**src/rtl/rsp_pkg.sv**
```systemverilog
// Shared definitions for the adrv9009_rsp input path: scheduler states,
// default sample width and signed saturation limits.
package rsp_pkg;

  localparam int DW_DEF = 16;

  localparam int SAT_MAX = 32767;
  localparam int SAT_MIN = -32768;

  typedef enum logic [2:0] {
    IDLE  = 3'd0,
    GAP   = 3'd1,
    SRC_A = 3'd2,
    SRC_B = 3'd3,
    MIX   = 3'd4
  } sched_state_e;

endpackage

```
**src/rtl/rsp_sat_add.sv**
```systemverilog
// Combinational DW-bit signed saturating adder. Overflow shows up as the two
// top bits of the (DW+1)-bit sum disagreeing.
module rsp_sat_add #(
  parameter int DW = rsp_pkg::DW_DEF
) (
  input  logic signed [DW-1:0] a,
  input  logic signed [DW-1:0] b,
  output logic signed [DW-1:0] y
);

  logic signed [DW:0] sum;

  always_comb begin
    sum = {a[DW-1], a} + {b[DW-1], b};
    if (sum[DW] != sum[DW-1])
      y = sum[DW] ? {1'b1, {(DW-1){1'b0}}} : {1'b0, {(DW-1){1'b1}}};
    else
      y = sum[DW-1:0];
  end

endmodule

```
**src/rtl/rsp_src_sched.sv**
```systemverilog
// Fixed-schedule input arbiter for the RSP: zero gap, A only, B only, then a
// saturating A+B mix until stopped. Phase lengths are in clock cycles.
module rsp_src_sched
  import rsp_pkg::*;
#(
  parameter int DW      = DW_DEF,
  parameter int CW      = 13,
  parameter int GAP_LEN = 15,
  parameter int A_LEN   = 285,
  parameter int B_LEN   = 300
) (
  input  logic          clk,
  input  logic          reset,
  input  logic          start,
  input  logic          stop,
  input  logic [DW-1:0] a_data,
  input  logic          a_valid,
  output logic          a_ready,
  input  logic [DW-1:0] b_data,
  input  logic          b_valid,
  output logic          b_ready,
  output logic [DW-1:0] out,
  output logic          out_valid,
  output logic [2:0]    phase,
  output logic [7:0]    underrun
);

  localparam logic [CW-1:0] GAP_LAST = CW'(GAP_LEN - 1);
  localparam logic [CW-1:0] A_LAST   = CW'(A_LEN - 1);
  localparam logic [CW-1:0] B_LAST   = CW'(B_LEN - 1);

  sched_state_e  state_q, state_d;
  logic [CW-1:0] cnt_q, cnt_d;
  logic [DW-1:0] out_q, out_d;
  logic          out_valid_q, out_valid_d;
  logic [7:0]    underrun_q, underrun_d;
  logic          und_inc;
  logic          both_valid;
  logic [DW-1:0] mix_sum;

  rsp_sat_add #(.DW(DW)) u_sat_add (
    .a (a_data),
    .b (b_data),
    .y (mix_sum)
  );

  assign both_valid = a_valid & b_valid;

  always_comb begin
    state_d     = state_q;
    cnt_d       = cnt_q + 1'b1;
    out_d       = out_q;
    out_valid_d = 1'b0;
    underrun_d  = underrun_q;
    und_inc     = 1'b0;
    a_ready     = 1'b0;
    b_ready     = 1'b0;

    case (state_q)
      IDLE: begin
        out_d = '0;
        cnt_d = '0;
        if (start) begin
          state_d    = GAP;
          underrun_d = '0;
        end
      end
      GAP: begin
        out_d       = '0;
        out_valid_d = 1'b1;
        if (cnt_q == GAP_LAST) begin
          state_d = SRC_A;
          cnt_d   = '0;
        end
      end
      SRC_A: begin
        a_ready = 1'b1;
        if (a_valid) begin
          out_d       = a_data;
          out_valid_d = 1'b1;
        end else begin
          und_inc = 1'b1;
        end
        if (cnt_q == A_LAST) begin
          state_d = SRC_B;
          cnt_d   = '0;
        end
      end
      SRC_B: begin
        b_ready = 1'b1;
        if (b_valid) begin
          out_d       = b_data;
          out_valid_d = 1'b1;
        end else begin
          und_inc = 1'b1;
        end
        if (cnt_q == B_LAST) begin
          state_d = MIX;
          cnt_d   = '0;
        end
      end
      MIX: begin
        // Consume both sources together so A and B stay sample-aligned.
        a_ready = both_valid;
        b_ready = both_valid;
        cnt_d   = '0;
        if (both_valid) begin
          out_d       = mix_sum;
          out_valid_d = 1'b1;
        end else begin
          und_inc = 1'b1;
        end
      end
      default: begin
        state_d = IDLE;
        cnt_d   = '0;
        out_d   = '0;
      end
    endcase

    if (und_inc && underrun_q != 8'hFF)
      underrun_d = underrun_q + 8'd1;

    // Stop outranks start and phase expiry.
    if (stop) begin
      state_d     = IDLE;
      cnt_d       = '0;
      out_d       = '0;
      out_valid_d = 1'b0;
      underrun_d  = underrun_q;
    end
  end

  always_ff @(posedge clk) begin
    if (reset) begin
      state_q     <= IDLE;
      cnt_q       <= '0;
      out_q       <= '0;
      out_valid_q <= 1'b0;
      underrun_q  <= '0;
    end else begin
      state_q     <= state_d;
      cnt_q       <= cnt_d;
      out_q       <= out_d;
      out_valid_q <= out_valid_d;
      underrun_q  <= underrun_d;
    end
  end

  assign out       = out_q;
  assign out_valid = out_valid_q;
  assign phase     = state_q;
  assign underrun  = underrun_q;

endmodule

```
**config.mk**
```make
export PLATFORM = sky130hd
export DESIGN_NAME = rsp_src_sched
export DESIGN_NICKNAME = d
export VERILOG_FILES = /design/src/rtl/rsp_pkg.sv /design/src/rtl/rsp_sat_add.sv /design/src/rtl/rsp_src_sched.sv
export SDC_FILE = /design/constraint.sdc
export NUM_CORES = 1
export LEC_CHECK = 0
export CAP_MARGIN = 20
export CORE_AREA = 2 2 114 61
export CTS_CLUSTER_DIAMETER = 30
export CTS_CLUSTER_SIZE = 40
export DETAILED_ROUTE_END_ITERATION = 8
export DIE_AREA = 0 0 116 63
export PLACE_DENSITY = 0.81
export SETUP_SLACK_MARGIN = 0.02
export SYNTH_ARGS = -nofsm -noshare
export SYNTH_HDL_FRONTEND = slang
export SYNTH_SLANG_ARGS = --single-unit
export TNS_END_PERCENT = 100
```
**constraint.sdc**
```tcl
create_clock -name clk -period 8.4 [get_ports clk]
set_input_delay 2.52 -clock clk [delete_from_list [all_inputs] [get_ports clk]]
set_output_delay 2.52 -clock clk [all_outputs]
set_load 0.005 [all_outputs]
```
==> flow_metrics.env, run 1 <==
export IMPL_outcome="completed"
export IMPL_tightest_slew_ns=0.837
export IMPL_p_sw_share_pct=28.8
export IMPL_wl_per_cell_um=16.0
export IMPL_grt_overflow=0
export IMPL_period_minus_slack_ns=6.53
export IMPL_required_ns=5.88
export IMPL_crit_chain="clkdlybuf4s50_1, nand3_1, nor2_1, nor2_1, nor2_1, clkdlybuf4s50_1"
export IMPL_whs_ns=0.467
export IMPL_io_pins=68
export IMPL_grt_use_total_pct=23.6
export IMPL_fin_crit_sh_pct=77.7
export IMPL_cts_resized=0
export IMPL_cp_end_kind="output port"
export IMPL_nNetsFinal=504
export IMPL_synth_largest_area_cell="dfxtp_1"
export IMPL_synth_ff_type="dfxtp_1"
export IMPL_pwr_share_clk_pct=36.4
export IMPL_place_congestion=0.913
export IMPL_grt_max_degree=18
export IMPL_drive_gt1_share_pct=5.38
export IMPL_synth_cell_types=60
export IMPL_wl_met1_um=4410
export IMPL_antenna_found_initial=0
export IMPL_path_buf_inv=2
export IMPL_clock_fmax_mhz=153
export IMPL_yosysMostFrequentCell="nor2_1"
export IMPL_path_common_cell="nor2_1"
export IMPL_via_per_inst=5.96
export IMPL_hold_viol=0
export IMPL_wl_met3_um=760
export IMPL_first_pass_iters=5
export IMPL_syn_num_nets=447
export IMPL_antenna_left=0
export IMPL_dieArea_um2=7310
export IMPL_coreArea_um2=6360
export IMPL_hold_buffers=0
export IMPL_crit_slowest_cell="clkdlybuf4s50_1"
export IMPL_cts_tree="done"
export IMPL_setup_tns_ns=0
export IMPL_yosys_area_top_type_share_pct=27.0
export IMPL_irDropWorstVdd_uv=73.1
export IMPL_yosysSeqAreaShare_pct=27.0
export IMPL_route_vias_total=3205
export IMPL_hp_class="reg -> reg"
export IMPL_dieWidth_um=116
export IMPL_insertion_delay_ns=0.28
export IMPL_routed_wl_um=8600
export IMPL_syn_cell_area_um2=3040
export IMPL_clock_skew_ns=0.00513
export IMPL_seqPwrFrac_pct=38.3
export IMPL_r2r_slack_ns=5.66
export IMPL_startpoint_type="input pin"
export IMPL_top_signal_layer_used="met4"
export IMPL_combPwrFrac_pct=25.3
export IMPL_nFillCells=576
export IMPL_finalPower_mw=0.514
export IMPL_synth_edf_count=0
export IMPL_max_stage_delay_ns=0.56
export IMPL_yosys_top_cells_count="nor2_1, dfxtp_1, nand2_1"
export IMPL_arrival_ns=4.01
export IMPL_relSlewSlack_pct=44.0
export IMPL_maxCapViolations=0
export IMPL_cts_buffer_depth=2
export IMPL_cts_setup_buffers=0
export IMPL_drt_iter0_markers=302
export IMPL_area_growth_pct=28.3
export IMPL_initial_utilization_pct=47.8
export IMPL_postSynthAreaPerCell_um2=7.84
export IMPL_ys_ff_latch=41
export IMPL_final_setup_viol_count=0
export IMPL_clock_sink_count=41
export IMPL_htree_levels=2
export IMPL_yosysWarnings=0
export IMPL_numCtsBuffers=5
export IMPL_path_class="in -> out"
export IMPL_die_h_um=63
export IMPL_syn_inst=388
export IMPL_switching_power_mw=0.148
export IMPL_synthArstFlopShare_pct=0
export IMPL_pwr_density_cell_nw_per_um2=132
export IMPL_path_delay_family="buffers and inverters"
export IMPL_slew_violations=0
export IMPL_n_antenna_cell=0
export IMPL_leakagePower_nw=1.40
export IMPL_hpwl_um=6770
export IMPL_drc=0
export IMPL_grt_pass1_vias=2871
export IMPL_netlist_top_cells_area="dfxtp_1, ha_1, nor2_1"
export IMPL_internal_power_mw=0.366
export IMPL_path_max_fanout=4
export IMPL_std_cell_rows=21
export IMPL_rsz0062_at_grt="false"
export IMPL_clk_pin_slew_worst_paths_ns=0.06
export IMPL_clock_root_buffer="clkbuf_16"
export IMPL_grt_first_pass_wirelength_um=13900
export IMPL_wl_met2_um=3400
export IMPL_io_buffers=67
## worst paths after layout
path,end,cells after the start,start
max,a_ready,6,b_valid
min,out[14]$_SDFFE_PP0P_,2,out[14]$_SDFFE_PP0P_
max reg2reg,cnt_q[11]$_SDFF_PP0_,5,phase[1]$_SDFFE_PP0P_
min reg2reg,out[14]$_SDFFE_PP0P_,2,out[14]$_SDFFE_PP0P_
## logic make-up (layout without fill, tap and decap cells)
| family | Yosys count | after routing | share of synthesized area (%) |
|---|---|---|---|
| AND/OR/NAND/NOR | 141 | 141 | 21.2 |
| AO/OA/AOI/OAI | 117 | 117 | 27.7 |
| flip-flops | 41 | 41 | 27.0 |
| buffers and inverters | 33 | 91 | 4.57 |
| XOR/XNOR | 27 | 27 | 7.77 |
| adder cells (fa/ha/maj) | 22 | 22 | 9.21 |
| multiplexers | 7 | 7 | 2.51 |
## cell type report
class                           count  area [um^2]  area share [%]
Multi-Input combinational cell    314         2080            53.3
Sequential cell                    41          821            21.0
Timing Repair Buffer               69          689            17.7
Clock buffer                        6          129            3.30
Tap cell                           92          115            2.95
Inverter                           14         52.6            1.35
Clock inverter                      2         15.0           0.385
## power by group through the flow
stage	combinational [mW]	sequential (mW)	clock, mW
global placement	0.124	0.201	0
finish	0.130	0.197	0.187
detailed placement	0.127	0.201	0
global route	0.141	0.197	0.201
floorplan	0.0879	0.200	0
CTS	0.128	0.197	0.190
## worst min-delay path, delay by kind of cell, from the launching register on
| kind | cells | cell delay (ns) |
|---|---|---|
| DFF | 1 | 0.32 |
| AOI/OAI and AO/OA | 1 | 0.06 |
| and+or+nand+nor | 1 | 0.05 |
## flip-flops by register name (all words and copies together), names as in the netlist
| register | count |
|---|---|
| cnt_q | 13 |
| underrun | 8 |
| out_valid | 1 |
| phase | 3 |
| out | 16 |
## metrics by stage
| stage | worst slack, ns | cell area (um^2) | utilization (%) | instances |
|---|---|---|---|---|
| after detailed placement | 1.87 | 3760 | 59.1 | 530 |
| final | 1.87 | 3900 | 61.4 | 538 |
| after floorplan | 3.04 | 3040 | - | 388 |
| after global routing | 1.76 | 3900 | 61.4 | 538 |
| after global placement | 1.92 | 3750 | 59.0 | 529 |
| after CTS | 1.87 | 3900 | 61.4 | 538 |
## placed cells by master, fill, tap and decap left out, types with 5 or more instances in the layout
cell type	synthesis	routed
nand4_1	5	5
nor3_1	9	9
o221ai_1	10	10
nand3_1	17	17
a21oi_1	31	31
xor2_1	18	18
a22oi_1	21	21
nor2_1	50	50
xnor2_1	9	9
o21ai_0	15	15
ha_1	20	20
inv_1	14	14
nand2_1	37	37
clkbuf_16	0	5
clkdlybuf4s50_1	0	67
mux2i_1	5	5
dfxtp_1	41	41
## per-layer routing
| metal | track usage (%) | vias to the layer above |
|---|---|---|
| met2 | 32.3 | 157 |
| met1 | 37.5 | 1506 |
| met4 | 1.93 | 0 |
| met5 | 0 | - |
| met3 | 6.30 | 6 |
| li1 | - | 1536 |
No activity file was read; power rests on OpenSTA's default activity.
==> run 2: changes to the inputs <==
- clock period: 8.4 -> 6.7 ns (I/O delays scaled with it)
==> run 2 against run 1 <==
  * Sequential power rose by 25%
  * Combinational power grew 26%
  * Count of clock-buffer cells in the layout fell by 1
  * Power grew 25%
  * Hold slack gained 0.00066 ns
  * Die area stayed put
  * Final cell count is the same
  * Critical path depth stayed put
  * Sequential share of layout area hardly changed
  * Sequential cell count is the same
  * Highest routed layer unchanged
==> flow_metrics.env, run 2 (synthesis results as in run 1) <==
export IMPL_clock_sink_count=41
export IMPL_first_pass_iters=4
export IMPL_clock_root_buffer="clkbuf_16"
export IMPL_nFillCells=600
export IMPL_cp_end_kind="output port"
export IMPL_cts_buffer_depth=2
export IMPL_drc=0
export IMPL_nNetsFinal=504
export IMPL_grt_overflow=0
export IMPL_setup_worst_path_end="a_ready"
export IMPL_period_minus_slack_ns=5.51
export IMPL_die_h_um=63
export IMPL_path_max_fanout=4
export IMPL_outcome="completed"
export IMPL_hpwl_um=7000
export IMPL_via_per_inst=5.95
export IMPL_crit_chain="clkdlybuf4s50_1, nand3_1, nor2_1, nor2_1, nor2_1, clkdlybuf4s50_1"
export IMPL_hp_class="reg -> reg"
export IMPL_dieWidth_um=116
export IMPL_drive_gt1_share_pct=5.61
export IMPL_tightest_slew_ns=0.860
export IMPL_io_buffers=67
export IMPL_max_stage_delay_ns=0.53
export IMPL_irDropWorstVdd_uv=102
export IMPL_crit_start="b_valid"
export IMPL_htree_levels=2
export IMPL_cts_resized=0
export IMPL_fin_util_pct=61.4
export IMPL_leakagePower_nw=1.40
export IMPL_dieArea_um2=7310
export IMPL_io_pins=68
export IMPL_coreArea_um2=6360
export IMPL_drt_iter0_markers=263
export IMPL_wl_per_cell_um=16.4
export IMPL_antenna_left=0
export IMPL_cts_setup_buffers=0
export IMPL_numCtsBuffers=5
export IMPL_required_ns=4.69
export IMPL_place_inst=530
export IMPL_reg2reg_to="cnt_q[7]$_SDFF_PP0_"
export IMPL_slew_violations=0
export IMPL_antenna_found_initial=0
export IMPL_path_class="in -> out"
export IMPL_hold_viol=0
export IMPL_largest_reg_flops=16
export IMPL_insertion_delay_ns=0.28
export IMPL_area_growth_pct=28.3
export IMPL_clock_skew_ns=0.00284
export IMPL_hold_buffers=0
export IMPL_clk_pin_slew_worst_paths_ns=0.06
export IMPL_clock_fmax_mhz=182
export IMPL_place_congestion=0.911
export IMPL_route_vias_total=3199
export IMPL_arrival_ns=3.50
export IMPL_crit_slowest_cell="clkdlybuf4s50_1"
export IMPL_final_common_cell="clkdlybuf4s50_1"
export IMPL_initial_utilization_pct=47.8
export IMPL_maxCapViolations=0
export IMPL_r2r_start="phase[1]$_SDFFE_PP0P_"
export IMPL_fin_crit_sh_pct=82.2
export IMPL_grt_use_total_pct=25.0
export IMPL_path_common_cell="nor2_1"
export IMPL_fin_cells=538
export IMPL_pwr_density_cell_nw_per_um2=165
export IMPL_relSlewSlack_pct=42.4
export IMPL_std_cell_rows=21
export IMPL_r2r_slack_ns=3.92
export IMPL_rr_worst_depth=5
export IMPL_routed_wl_um=8850
export IMPL_grt_max_degree=18
export IMPL_rsz0062_at_grt="false"
export IMPL_n_antenna_cell=0
export IMPL_cts_tree="done"
export IMPL_final_setup_viol_count=0
export IMPL_startpoint_type="input pin"
export IMPL_grt_pass1_vias=2910
export IMPL_setup_tns_ns=0
export IMPL_final_cell_mix="clkdlybuf4s50_1, nor2_1, dfxtp_1"
export IMPL_grt_first_pass_wirelength_um=14600
## run 2: cell types whose count changed in the layout (fill, tap and decap cells not counted), sizes merged
cell      change
clkinv        +2
clkinvlp      -1
clkbuf        -1
## run 2: cell type report
cell class                      count  area, um^2  share of cell area (%)
Clock inverter                      3        17.5                   0.449
Inverter                           14        52.6                    1.35
Timing Repair Buffer               69         689                    17.7
Multi-Input combinational cell    314        2080                    53.4
Tap cell                           92         115                    2.95
Sequential cell                    41         821                    21.0
Clock buffer                        5         125                    3.21
## run 2: worst min path at each step
stage	startpoint	endpoint	slack, ns	cells past startpoint
2_1_floorplan	cnt_q[0]$_SDFF_PP0_	cnt_q[0]$_SDFF_PP0_	0.44	1
3_3_place_gp	out[8]$_SDFFE_PP0P_	out[8]$_SDFFE_PP0P_	0.45	2
3_5_place_dp	out[8]$_SDFFE_PP0P_	out[8]$_SDFFE_PP0P_	0.46	2
4_1_cts	out[8]$_SDFFE_PP0P_	out[8]$_SDFFE_PP0P_	0.47	2
5_1_grt	out[10]$_SDFFE_PP0P_	out[10]$_SDFFE_PP0P_	0.50	2
6_report	out[14]$_SDFFE_PP0P_	out[14]$_SDFFE_PP0P_	0.47	2
## run 2: per-stage QoR
stage | hold WS [ns] | setup slack, ns | total power, mW | instance area, um^2
after floorplan | 0.441 | 2.36 | 0.361 | 3040
after global placement | 0.446 | 1.18 | 0.408 | 3750
after detailed placement | 0.460 | 1.18 | 0.412 | 3760
after CTS | 0.474 | 1.18 | 0.646 | 3900
after global routing | 0.500 | 1.08 | 0.678 | 3900
final | 0.468 | 1.19 | 0.645 | 3900
## run 2: report_power, final
part	switching, mW	leakage (nW)	internal, mW
Combinational	0.0875	1.00	0.0763
Sequential	0.00211	0.330	0.245
Clock	0.0980	0.0696	0.137
Total	0.188	1.40	0.457
## run 2: worst max-delay path: cells and delay by family
family                 cells  cell delay, ns
buffers and inverters      2            1.06
AND/OR/NAND/NOR            4            0.43
## run 2: layer usage
metal  share of wire (%)  global-route usage [%]  vias to the layer above
li1                    -                       -                     1541
met1                  50                    38.9                     1507
met2                  40                    35.7                      142
met3                 9.2                    6.01                        9
met4                0.50                    2.53                        0
met5                   0                       0                        -
==> run 3: changes to the inputs <==
- clock period: 6.7 -> 5.4 ns (I/O delays scaled with it)
==> run 3 against run 2 <==
  * Via count down 1.7%
  * Sequential power grew 24%
  * Largest cell class unchanged
  * Sequential cell count did not move
  * Count of clock-buffer cells in the layout rose by 1
  * Critical path type unchanged
  * Die area is the same
  * Hold slack improved by 0.0051 ns
  * Critical endpoint unchanged
  * Combinational power is 23% higher
==> flow_metrics.env, run 3 (synthesis results as in run 1) <==
export IMPL_initial_utilization_pct=47.8
export IMPL_path_common_cell="nor2_1"
export IMPL_worstHoldPathCells=2
export IMPL_outcome="completed"
export IMPL_grt_use_total_pct=24.2
export IMPL_antenna_left=0
export IMPL_clock_fmax_mhz=210
export IMPL_drive_gt1_share_pct=5.82
export IMPL_arrival_ns=3.14
export IMPL_largest_reg_flops=16
export IMPL_coreArea_um2=6360
export IMPL_place_congestion=0.946
export IMPL_final_setup_viol_count=0
export IMPL_grt_max_degree=18
export IMPL_clock_skew_ns=0.00280
export IMPL_place_inst=531
export IMPL_final_common_cell="clkdlybuf4s50_1"
export IMPL_crit_chain="clkdlybuf4s50_1, nand3_1, nor2_1, nor2_1, nor2_1, clkdlybuf4s50_1"
export IMPL_max_stage_delay_ns=0.57
export IMPL_route_vias_total=3145
export IMPL_setup_tns_ns=0
export IMPL_hold_viol=0
export IMPL_rr_worst_depth=7
export IMPL_io_buffers=67
export IMPL_fin_cells=539
export IMPL_hold_path_endpoint="out[4]$_SDFFE_PP0P_"
export IMPL_startpoint_type="input pin"
export IMPL_numCtsBuffers=5
export IMPL_path_max_fanout=4
export IMPL_relSlewSlack_pct=40.8
export IMPL_cts_tree="done"
export IMPL_seqPwrFrac_pct=35.5
export IMPL_postLayoutCellArea_um2=3940
export IMPL_required_ns=3.78
export IMPL_htree_levels=2
export IMPL_cp_end_kind="output port"
export IMPL_routed_wl_um=8710
export IMPL_dieArea_um2=7310
export IMPL_r2r_start="phase[0]$_SDFFE_PP0P_"
export IMPL_drc=0
export IMPL_period_minus_slack_ns=4.76
export IMPL_die_h_um=63
export IMPL_path_class="in -> out"
export IMPL_hold_buffers=0
export IMPL_switching_power_mw=0.234
export IMPL_crit_slowest_cell="clkdlybuf4s50_1"
export IMPL_pwr_density_cell_nw_per_um2=219
export IMPL_clock_root_buffer="clkbuf_16"
export IMPL_fin_crit_sh_pct=88.1
export IMPL_cts_buffer_depth=2
export IMPL_grt_pass1_vias=2779
export IMPL_p_sw_share_pct=27.1
export IMPL_slew_violations=0
export IMPL_grt_overflow=0
export IMPL_worstHoldStart="out[4]$_SDFFE_PP0P_"
export IMPL_n_antenna_cell=0
export IMPL_rsz0062_at_grt="false"
export IMPL_nNetsFinal=505
export IMPL_hp_class="reg -> reg"
export IMPL_tightest_slew_ns=0.884
export IMPL_crit_start="a_valid"
export IMPL_r2r_slack_ns=2.97
export IMPL_cts_setup_buffers=0
export IMPL_hpwl_um=6750
export IMPL_antenna_found_initial=0
export IMPL_io_pins=68
export IMPL_wl_per_cell_um=16.2
export IMPL_via_per_inst=5.83
export IMPL_final_cell_mix="clkdlybuf4s50_1, nor2_1, dfxtp_1"
export IMPL_irDropWorstVdd_uv=112
export IMPL_std_cell_rows=21
export IMPL_area_growth_pct=29.7
export IMPL_reg2reg_to="out[13]$_SDFFE_PP0P_"
export IMPL_clk_pin_slew_worst_paths_ns=0.06
export IMPL_cts_resized=0
export IMPL_pwr_share_clk_pct=41.2
export IMPL_leakagePower_nw=1.42
export IMPL_clock_sink_count=41
export IMPL_internal_power_mw=0.629
export IMPL_place_area_um2=3770
export IMPL_drt_iter0_markers=249
export IMPL_first_pass_iters=5
export IMPL_insertion_delay_ns=0.28
export IMPL_combPwrFrac_pct=23.4
export IMPL_grt_first_pass_wirelength_um=14100
export IMPL_dieWidth_um=116
export IMPL_maxCapViolations=0
[run 3: cell type report]
class | count | area [um^2]
fill | 569 | 2410
clock inverter | 2 | 37.5
clock buffer | 6 | 139
timing repair buffer | 70 | 697
inverter | 14 | 52.6
sequential | 41 | 821
tap | 92 | 115
multi-input combinational | 314 | 2080
[run 3: critical path, delay by kind of cell]
family / cells / cell delay (ns)
simple gates: 4 / 0.41
buf+inv: 2 / 1.11
[run 3: power by group through the flow]
stage / registers [mW] / logic [mW] / clock network (mW)
after floorplan: 0.311 / 0.137 / 0
after global placement: 0.313 / 0.194 / 0
after detailed placement: 0.313 / 0.196 / 0
after CTS: 0.306 / 0.198 / 0.361
after global routing: 0.306 / 0.219 / 0.372
final: 0.306 / 0.202 / 0.355
[run 3: worst max path at each step]
stage                                end  slack, ns  cells after the start
floorplan           out[12]$_SDFFE_PP0P_       1.68                      9
global placement                 a_ready       0.72                      6
detailed placement               a_ready       0.65                      6
CTS                              a_ready       0.65                      6
global route                     a_ready       0.57                      6
finish                           a_ready       0.64                      6
[run 3: per-layer routing]
| metal | GRT usage [%] | vias up | part of all wire (%) |
|---|---|---|---|
| li1 | - | 1546 | - |
| met1 | 39.6 | 1443 | 53 |
| met2 | 31.9 | 150 | 37 |
| met3 | 6.11 | 6 | 9.5 |
| met4 | 2.68 | 0 | 0.47 |
| met5 | 0 | - | 0 |
[run 3: stage by stage]
stage               utilization (%)  hold WS, ns  power, mW  setup slack [ns]
floorplan                         -        0.441      0.447              1.68
global placement               59.1        0.447      0.506             0.718
detailed placement             59.2        0.457      0.509             0.653
CTS                            62.0        0.469      0.865             0.647
global route                   62.0        0.488      0.897             0.572
finish                         62.0        0.473      0.863             0.644
